## config.mk

```make
export PLATFORM = sky130hd
export DESIGN_NAME = morse_decoder
export DESIGN_NICKNAME = d
export VERILOG_FILES = /design/src/rtl/morse_pkg.sv /design/src/rtl/morse_char_fifo.sv /design/src/rtl/morse_decoder.sv
export SDC_FILE = /design/constraint.sdc
export NUM_CORES = 1
export LEC_CHECK = 0
export CAP_MARGIN = 15
export CORE_MARGIN = 2
export CORE_UTILIZATION = 30
export CTS_CLUSTER_SIZE = 16
export DETAILED_ROUTE_END_ITERATION = 8
export DONT_BUFFER_PORTS = 1
export HOLD_SLACK_MARGIN = 0.06
export PLACE_DENSITY = 0.47
export SYNTH_ARGS = -nofsm -noshare
export SYNTH_HDL_FRONTEND = slang
export SYNTH_SLANG_ARGS = --single-unit
```

## constraint.sdc

```tcl
create_clock -name clk -period 2.24 [get_ports clk]
set_input_delay 0.336 -clock clk [delete_from_list [all_inputs] [get_ports clk]]
set_output_delay 0.336 -clock clk [all_outputs]
set_load 0.02 [all_outputs]
```

## src/rtl/morse_pkg.sv

```systemverilog
// Shared types and the ITU Morse code table for the Morse decoder.
// Symbol i of a character is code bit i; a dot is 0 and a dash is 1.
package morse_pkg;

  typedef enum logic [1:0] {
    S_IDLE,
    S_COLLECT,
    S_SPACE_WAIT
  } state_e;

  localparam logic [7:0] CH_SPACE = 8'h20;
  localparam logic [7:0] CH_QMARK = 8'h3F;

  typedef struct packed {
    logic       err;
    logic [7:0] ch;
  } fifo_entry_t;

  // Codes here are written MSB-first, so each reads as the Morse pattern reversed.
  function automatic fifo_entry_t morse_lookup(input logic [2:0] len, input logic [6:0] code);
    logic [7:0] c;
    c = 8'h00;
    if (code[6:5] == 2'b00) begin
      unique case (len)
        3'd1: c = code[0] ? "T" : "E";
        3'd2: begin
          unique case (code[1:0])
            2'b00: c = "I";
            2'b01: c = "N";
            2'b10: c = "A";
            default: c = "M";
          endcase
        end
        3'd3: begin
          unique case (code[2:0])
            3'b000: c = "S";
            3'b001: c = "D";
            3'b010: c = "R";
            3'b011: c = "G";
            3'b100: c = "U";
            3'b101: c = "K";
            3'b110: c = "W";
            default: c = "O";
          endcase
        end
        3'd4: begin
          unique case (code[3:0])
            4'b0000: c = "H";
            4'b0001: c = "B";
            4'b0010: c = "L";
            4'b0011: c = "Z";
            4'b0100: c = "F";
            4'b0101: c = "C";
            4'b0110: c = "P";
            4'b1000: c = "V";
            4'b1001: c = "X";
            4'b1011: c = "Q";
            4'b1101: c = "Y";
            4'b1110: c = "J";
            default: c = 8'h00;
          endcase
        end
        3'd5: begin
          unique case (code[4:0])
            5'b11111: c = "0";
            5'b11110: c = "1";
            5'b11100: c = "2";
            5'b11000: c = "3";
            5'b10000: c = "4";
            5'b00000: c = "5";
            5'b00001: c = "6";
            5'b00011: c = "7";
            5'b00111: c = "8";
            5'b01111: c = "9";
            default: c = 8'h00;
          endcase
        end
        default: c = 8'h00;
      endcase
    end
    morse_lookup = (c == 8'h00) ? {1'b1, CH_QMARK} : {1'b0, c};
  endfunction

endpackage

```

## src/rtl/morse_char_fifo.sv

```systemverilog
// Synchronous FIFO of decoded {err, char} entries; a push into a full FIFO
// only lands when a pop frees the head slot on the same edge.
module morse_char_fifo #(
  parameter int DEPTH = 4
) (
  input  logic       clk,
  input  logic       reset,
  input  logic       push_i,
  input  logic [8:0] wdata_i,
  input  logic       pop_i,
  output logic [8:0] rdata_o,
  output logic       full_o,
  output logic       empty_o
);
  localparam int AW = $clog2(DEPTH);
  localparam logic [AW:0] PTR_ONE = (AW+1)'(1);

  logic [8:0]  mem_q [DEPTH];
  logic [AW:0] wr_ptr_q, wr_ptr_d, rd_ptr_q, rd_ptr_d;
  logic        do_push, do_pop;

  assign empty_o  = (wr_ptr_q == rd_ptr_q);
  assign full_o   = (wr_ptr_q[AW] != rd_ptr_q[AW]) && (wr_ptr_q[AW-1:0] == rd_ptr_q[AW-1:0]);
  assign do_pop   = pop_i && !empty_o;
  assign do_push  = push_i && (!full_o || do_pop);
  assign wr_ptr_d = do_push ? wr_ptr_q + PTR_ONE : wr_ptr_q;
  assign rd_ptr_d = do_pop ? rd_ptr_q + PTR_ONE : rd_ptr_q;
  assign rdata_o  = mem_q[rd_ptr_q[AW-1:0]];

  always_ff @(posedge clk) begin
    if (reset) begin
      wr_ptr_q <= '0;
      rd_ptr_q <= '0;
    end else begin
      wr_ptr_q <= wr_ptr_d;
      rd_ptr_q <= rd_ptr_d;
    end
  end

  always_ff @(posedge clk) begin
    if (do_push) mem_q[wr_ptr_q[AW-1:0]] <= wdata_i;
  end

endmodule

```

## src/rtl/morse_decoder.sv

```systemverilog
// Morse-to-ASCII decoder: collects dot/dash symbols, commits on done or an
// idle letter gap, optionally emits a word space, and queues characters out.
module morse_decoder
  import morse_pkg::*;
#(
  parameter int MAX_SYMS   = 6,
  parameter int LETTER_GAP = 0,
  parameter int WORD_GAP   = 0,
  parameter int FIFO_DEPTH = 4,
  parameter int GAP_W      = 24
) (
  input  logic                          clk,
  input  logic                          reset,
  input  logic                          dot_pulse,
  input  logic                          dash_pulse,
  input  logic                          done_pulse,
  output logic [7:0]                    out_char,
  output logic                          out_err,
  output logic                          out_valid,
  input  logic                          out_ready,
  output logic [$clog2(MAX_SYMS+1)-1:0] sym_count,
  output logic                          drop
);
  localparam int CNT_W = $clog2(MAX_SYMS+1);
  localparam logic [CNT_W-1:0] LEN_MAX = CNT_W'(MAX_SYMS);
  localparam logic [CNT_W-1:0] LEN_ONE = CNT_W'(1);
  localparam logic [GAP_W-1:0] GAP_ONE = GAP_W'(1);
  localparam logic [GAP_W-1:0] LGAP    = GAP_W'(LETTER_GAP);
  localparam logic [GAP_W-1:0] WGAP    = GAP_W'(WORD_GAP);
  localparam logic [GAP_W-1:0] LGAP_M1 = GAP_W'(LETTER_GAP - 1);
  localparam logic [GAP_W-1:0] WGAP_M1 = GAP_W'(WORD_GAP - 1);

  state_e                state_q, state_d;
  logic [CNT_W-1:0]      len_q, len_d;
  logic [MAX_SYMS-1:0]   code_q, code_d;
  logic                  ovf_q, ovf_d;
  logic [GAP_W-1:0]      gap_q, gap_d;
  logic                  drop_q, drop_d;

  logic                  sym, commit, push, pop, fifo_full, fifo_empty;
  logic [MAX_SYMS-1:0]   sym_vec;
  fifo_entry_t           push_data, head;

  assign sym     = dot_pulse | dash_pulse;
  assign sym_vec = {{(MAX_SYMS-1){1'b0}}, dash_pulse};

  always_ff @(posedge clk) begin
    if (reset) begin
      state_q <= S_IDLE;
      len_q   <= '0;
      code_q  <= '0;
      ovf_q   <= 1'b0;
      gap_q   <= '0;
      drop_q  <= 1'b0;
    end else begin
      state_q <= state_d;
      len_q   <= len_d;
      code_q  <= code_d;
      ovf_q   <= ovf_d;
      gap_q   <= gap_d;
      drop_q  <= drop_d;
    end
  end

  always_comb begin
    state_d   = state_q;
    len_d     = len_q;
    code_d    = code_q;
    ovf_d     = ovf_q;
    gap_d     = gap_q;
    commit    = 1'b0;
    push      = 1'b0;
    push_data = '0;
    unique case (state_q)
      S_IDLE: begin
        gap_d = '0;
        if (done_pulse) begin
          push      = 1'b1;
          push_data = {1'b0, CH_SPACE};
        end else if (sym) begin
          state_d = S_COLLECT;
          len_d   = LEN_ONE;
          code_d  = sym_vec;
        end
      end
      S_COLLECT: begin
        if (gap_q != LGAP) gap_d = gap_q + GAP_ONE;
        if (done_pulse) begin
          commit = 1'b1;
        end else if (sym) begin
          // Symbols beyond MAX_SYMS are dropped but poison the character.
          if (len_q != LEN_MAX) begin
            code_d = code_q | (sym_vec << len_q);
            len_d  = len_q + LEN_ONE;
            gap_d  = '0;
          end else begin
            ovf_d = 1'b1;
          end
        end else if (LETTER_GAP != 0 && gap_q == LGAP_M1) begin
          commit = 1'b1;
        end
      end
      S_SPACE_WAIT: begin
        if (gap_q != WGAP) gap_d = gap_q + GAP_ONE;
        if (done_pulse) begin
          push      = 1'b1;
          push_data = {1'b0, CH_SPACE};
          state_d   = S_IDLE;
          gap_d     = '0;
        end else if (sym) begin
          state_d = S_COLLECT;
          len_d   = LEN_ONE;
          code_d  = sym_vec;
          gap_d   = '0;
        end else if (WORD_GAP != 0 && gap_q == WGAP_M1) begin
          push      = 1'b1;
          push_data = {1'b0, CH_SPACE};
          state_d   = S_IDLE;
          gap_d     = '0;
        end
      end
      default: state_d = S_IDLE;
    endcase
    if (commit) begin
      push      = 1'b1;
      push_data = ovf_q ? {1'b1, CH_QMARK} : morse_lookup(3'(len_q), 7'(code_q));
      len_d     = '0;
      code_d    = '0;
      ovf_d     = 1'b0;
      gap_d     = '0;
      state_d   = (WORD_GAP != 0) ? S_SPACE_WAIT : S_IDLE;
    end
  end

  assign pop    = out_valid && out_ready;
  assign drop_d = push && fifo_full && !pop;

  morse_char_fifo #(
    .DEPTH(FIFO_DEPTH)
  ) u_fifo (
    .clk     (clk),
    .reset   (reset),
    .push_i  (push),
    .wdata_i (push_data),
    .pop_i   (pop),
    .rdata_o (head),
    .full_o  (fifo_full),
    .empty_o (fifo_empty)
  );

  assign out_valid = !fifo_empty;
  assign out_char  = out_valid ? head.ch : 8'h00;
  assign out_err   = out_valid & head.err;
  assign sym_count = len_q;
  assign drop      = drop_q;

endmodule

```

Word level (Yosys, flattened, before mapping)
Memories as Yosys holds them, arrays and structs flattened. A register that Yosys moved wholly into a read port is not among the register bits.
Cells that the tools add are included.
{ "op_classes": {"addsub": 3, "eq_ne": 25, "shift": 1, "n_mux": 40, "bitwise_logic": 6, "n_reduce_logical": 20} }
{ "ops": {"columns": ["cell", "count"], "rows": [
  ["$mux 6", 7],
  ["$pmux 8 s5", 1],
  ["$pmux 5 s7", 1],
  ["$mux 9", 3],
  ["$mux 8", 3],
  ["$eq 3x3->1 const B", 5],
  ["$mux 3", 5],
  ["$mux 5", 3],
  ["$eq 3x2->1 const B", 4],
  ["$pmux 4 s3", 1],
  ["$pmux 6 s2", 1],
  ["$mux 2", 5],
  ["$ne 2x2->1 const B", 5],
  ["$add 3x1->3 const B", 3],
  ["$logic_not 8->1", 1],
  ["$mux 4", 2],
  ["$eq 3x1->1 const B", 2],
  ["$logic_and 1x1->1", 6],
  ["$mux 1", 6],
  ["$or 6x6->6", 1],
  ["$pmux 2 s3", 1],
  ["$pmux 3 s2", 1],
  ["$reduce_and 6->1", 1],
  ["$shl 1x3->6", 1],
  ["18 further kinds", 26]
]} }
{ "totals": {"regBits": 19, "ram_bits": 36, "mem_bits_ro": 288, "in_bits": 6, "output_inout_bits": 14, "word_cells": 105, "memories": 3} }
{ "memory_table": {"columns": ["memory", "depth", "word_bits", "rd", "rd_clocked_by_memory_dff", "wr", "line", "source"], "rows": [
  ["(name not given)", 32, 6, 1, 1, 0, "morse_pkg.sv:64", "unique case (code[4:0])"],
  ["(name not given)", 16, 6, 1, 1, 0, "morse_pkg.sv:47", "unique case (code[3:0])"],
  ["u_fifo.mem_q", 4, 9, 1, 1, 1, "morse_char_fifo.sv:18", "logic [8:0] mem_q [DEPTH];"]
]} }

Depth between registers and ports, before layout
{ "logic_depth": {"ltp_word": 9, "depth_mapped": 11, "depth_no_buf": 9} }

By module
From an unflattened synthesis, not the netlist that was laid out.
{ "hier_totals": {"hier_cells": 322, "hier_area_um2": 3699.8} }
{ "by_module_without_submodules": {"columns": ["mod", "n_inst", "cells_per_inst", "area_each_um2", "seq_area_each_um2"], "rows": [
  ["morse_decoder", 1, 220, 1858.0, 480.5],
  ["morse_char_fifo", 1, 102, 1841.8, 1241.2]
]} }

Worst setup path before layout
No wires, ideal clock.
{ "synth_path": {"path_kind": "reg2reg", "from": "register len_q[1], in the netlist sym_count[1]", "to": "memory u_fifo.mem_q[0][3] (data pin)", "setup_ns": 0.180, "arrival_time_ns": 2.137, "required_time_ns": 2.060, "slack_ns": -0.077, "path_stages_with_launch": 10, "path_buffers": 1, "synth_period_minus_slack_ns": 2.317, "cell_sequence": "dfxtp_1 -> inv_1 -> ha_1 -> clkbuf_1 -> a22oi_1 -> o221a_2 -> and3_1 -> nand3_1 -> o21a_1 -> a21oi_1"} }
{ "synth_rtl": {"columns": ["item", "line", "source"], "rows": [
  ["start, declared", "morse_decoder.sv:34", "logic [CNT_W-1:0] len_q, len_d;"],
  ["start signal, assigned", "morse_decoder.sv:57", "len_q <= len_d;"],
  ["end, declared", "morse_char_fifo.sv:18", null]
]} }

==> impl_metrics.csv <==
group,metric,value,unit
power_and_ir_drop,p_comb_share,19.5,%
power_and_ir_drop,swShare,28.44,%
sta,finalMaxSlewViolations,0,
power_and_ir_drop,power_frac_seq,44.3,%
synth,synth_top_family_by_area,"compound AO/OA/AOI/OAI gates",
synth,synth-compound-area-share,15.42,%
job,max_cap_violations,0,
synth,ys_ff_latch,64,
finish,fill_cells,1078,
synth,syn_inst,289,
sta,rsz0062_at_grt,"true",
sta,fin_hold_ws,0.2035,ns
clock_network,htree_levels,3,
synth,synth_warnings,0,
sta,period_minus_slack,2.153,ns
critical_path,cp_common_cell,"ha_1",
power_and_ir_drop,pwr-share-clk,36.2,%
floorplanning,die_y,108.8,µm
run_status,status,"complete, no violations",
synth,synth_top_area_share,29.17,%
clock_network,cts.sinks,64,
routing,drcViolationCount,0,
finish,fin_nets,350,
floorplanning,ios,20,
sta,setup-violations-final,0,
floorplanning,die-area,11840,µm²
clock_network,cts_tree,"yes",
clock_network,clock_latency,0.34,ns
grt,grt_util_met3,3.945,%
clock_network,cts-root-buf,"clkbuf_8",
grt,grt_remaining_overflow,0,
finish,utilization,37.04,%
routing,drt_pre_antenna_iters,5,
floorplanning,start_util,30.52,%
sta,hold_viol_final,0,
grt,grt_use_met2,23.75,%
power_and_ir_drop,p_switching,0.8609,mW
grt,grt-busiest-layer,"met2",
synth,yosysTopAreaCell,"edfxtp_1",
placed_design,dpl_cell_area,3670,µm²
clock_network,path_clk_slew,0.07,ns
synth,synth-xor-area-share,2.393,%
critical_path,cp_max_fo,6,
synth,async_reset_ff_share,0,%
placed_design,numPortBuffers,0,
synth,synth_ff_type,"edfxtp_1",
synth,synthAdderAreaFrac,6.836,%
critical_path,path_delay_family,"compound AO/OA/AOI/OAI gates",
power_and_ir_drop,p_total,3.027,mW
placed_design,gp_routability_congestion,0.7931,
power_and_ir_drop,p_int,2.166,mW
grt,gr-usage-met1,16.55,%
finish,num_antenna_cells,0,
power_and_ir_drop,powerDensity,757.2,nW/µm²
finish,layout-drive-gt1-share,26.89,%
synth,synth-simple-area-share,14.96,%
critical_path,worstPathRequired,2.43,ns
synth,syn-cell-area,3294,µm²
floorplanning,die_x,108.8,µm
finish,area_growth,21.34,%
grt,grt_usage,13.90,%
synth,synth_edf_count,32,
power_and_ir_drop,p_leak,1.548,nW
routing,postRouteAntennaNets,0,
critical_path,cp-end-kind,"flip-flop",
critical_path,cp-start-kind,"flip-flop",
sta,clock_skew,0.005650,ns
routing,via_count,2294,
hold_path,hp-class,"input port to flip-flop",
synth,synth.distinct_cells,62,
routing,drt_iter0_drc,79,
floorplanning,fp-row-count,38,
critical_path,cp.arrival,2.34,ns
synth,synth.area.top_cells,"edfxtp_1 (29%), dfxtp_1 (19%), ha_1 (6.8%)",
synth,synth.area.mux_share,7.976,%
clock_network,cts_buffers,9,
sta,post-route-period-util,96.14,%
grt,grt_max_degree,13,
critical_path,crit_path_top_delay_cell,"dfxtp_1",
routing,drt-total-wl,7470,µm
synth,yosysSeqAreaShare,48.61,%
clock_network,clockBufferDepth,2,
floorplanning,fp.coreArea,10790,µm²
critical_path,path_buf_inv,1,
finish,fin_area,3998,µm²
clock_network,postCtsSetupBuffers,0,
synth,synth_fp_nets,313,
grt,grt_pass1_wl,12290,µm
routing,vias_per_cell,4.870,
grt,grt_pass1_vias,2347,
routing,drt-wirelength-per-cell,15.86,µm
critical_path,cp_cell_sequence,"buf_4, ha_1, ha_1, nand3_1, o221a_2, and3_1, nand3_2, o21a_2, a21oi_4",
grt,antenna_found_initial,0,
critical_path,critical_path_class,"flip-flop to flip-flop",
sta,fmax,464.4,MHz
sta,finalSetupTns,0,ns
critical_path,cpPeakStageDelay,0.32,ns
power_and_ir_drop,vdd_ir_drop_max,280.7,µV
placed_design,place_hpwl,5548,µm
synth,avgSynthCellArea,11.40,µm²
==> per-layer routing <==
metal  routed length [µm]  part of all wire [%]
met5                    0                     0
met4                  126                   1.7
met3                  247                   3.3
met2                 3706                    50
met1                 3390                    45
==> synthesized netlist by cell type (2+ instances only) <==
cell	n
a21oi_2	2
nor2b_1	3
nand2b_1	3
dfxtp_1	32
nand3b_1	4
and3_1	3
o21a_1	2
nor4_1	2
buf_4	2
mux2i_1	6
o21ai_1	2
mux4_2	8
nand2_1	17
ha_1	18
o21ai_0	8
a31oi_1	9
and2_1	13
nor2_1	29
buf_6	2
clkbuf_1	5
nor3b_1	2
edfxtp_1	32
nand3_1	6
a41oi_1	3
a211oi_1	2
a22oi_1	3
o211a_1	3
inv_1	10
xor2_1	5
a211o_1	4
xnor2_1	4
mux2_2	2
o31a_1	2
o21bai_1	3
buf_2	3
a21oi_1	9
==> cell type report <==
| cell class | count | area (µm²) | share of cell area [%] |
|---|---|---|---|
| timing repair buffer | 38 | 290.3 | 7.261 |
| multi-input combinational | 201 | 1660 | 41.53 |
| clock inverter | 7 | 93.84 | 2.347 |
| clock buffer | 9 | 123.9 | 3.099 |
| sequential | 64 | 1604 | 40.13 |
| tap | 140 | 175.2 | 4.382 |
| inverter | 12 | 50.05 | 1.252 |
==> metrics by stage <==
stage               instances  worst slack (ns)
finish                    471           0.08656
global route              471          -0.03622
CTS                       471          0.008896
detailed placement        453           0.01160
global placement          453           0.02053
floorplan                 289           0.01275
==> cell usage in the layout (no fill, tap or decap), drive strengths merged, types with 3 or more instances in the layout <==
| cell type | instances |
|---|---|
| o21bai | 3 |
| xor2 | 5 |
| a41oi | 5 |
| a21oi | 11 |
| inv | 13 |
| dfxtp | 32 |
| nand2 | 17 |
| clkbuf | 9 |
| o211a | 3 |
| a211o | 4 |
| ha | 18 |
| clkinv | 4 |
| a31oi | 9 |
| nor3b | 3 |
| nand3 | 6 |
| mux2i | 6 |
| buf | 36 |
| and2 | 13 |
| edfxtp | 32 |
| mux4 | 8 |
| nor2 | 30 |
| nand2b | 4 |
| and3 | 3 |
| o21ai | 10 |
| a22oi | 3 |
| nor2b | 3 |
| xnor2 | 4 |
| nand3b | 4 |
| a211oi | 3 |
==> worst paths after layout <==
kind                 from  depth (start not counted)  slack (ns)                 end
min reg2reg  sym_count[1]                          2        0.49        sym_count[1]
max          sym_count[0]                          9        0.09  u_fifo.mem_q[2][3]
max reg2reg  sym_count[0]                          9        0.09  u_fifo.mem_q[2][3]
min            done_pulse                          2        0.20          state_q[1]
==> worst register-to-register path: cells and delay by family (launching register included) <==
kind            cells  cell delay, ns
compound gates      3            0.69
fa+ha+maj           2            0.43
buf+inv             1            0.16
flops               1            0.32
simple gates        3            0.39
==> logic make-up (layout without fill, tap and decap cells) <==
group / count (synthesis) / in the layout
xor gates and xnor gates: 9 / 9
buffers and inverters: 24 / 66
DFF: 64 / 64
AOI/OAI and AO/OA: 66 / 66
muxes: 16 / 16
adders and majority gates: 18 / 18
and+or+nand+nor: 91 / 91
other: 1 / 1
==> power groups by stage <==
stage / logic (mW) / registers, mW / clock network [mW]
after floorplan: 0.444 / 1.35 / 0
after global placement: 0.562 / 1.37 / 0
after detailed placement: 0.569 / 1.37 / 0
after CTS: 0.576 / 1.34 / 1.13
after global routing: 0.658 / 1.35 / 1.18
final: 0.590 / 1.34 / 1.09
==> what timing repair did <==
| item | CTS | global route |
|---|---|---|
| gates cloned | 0 | 0 |
| pin swaps | 0 | 1 |
| hold endpoints to repair | 10 | 0 |
| gates resized for setup | 1 | 20 |
| endpoints found under the setup margin | 4 | 39 |
| hold buffers | 2 | 0 |
Note: power is estimated with default switching activity, not from simulation.
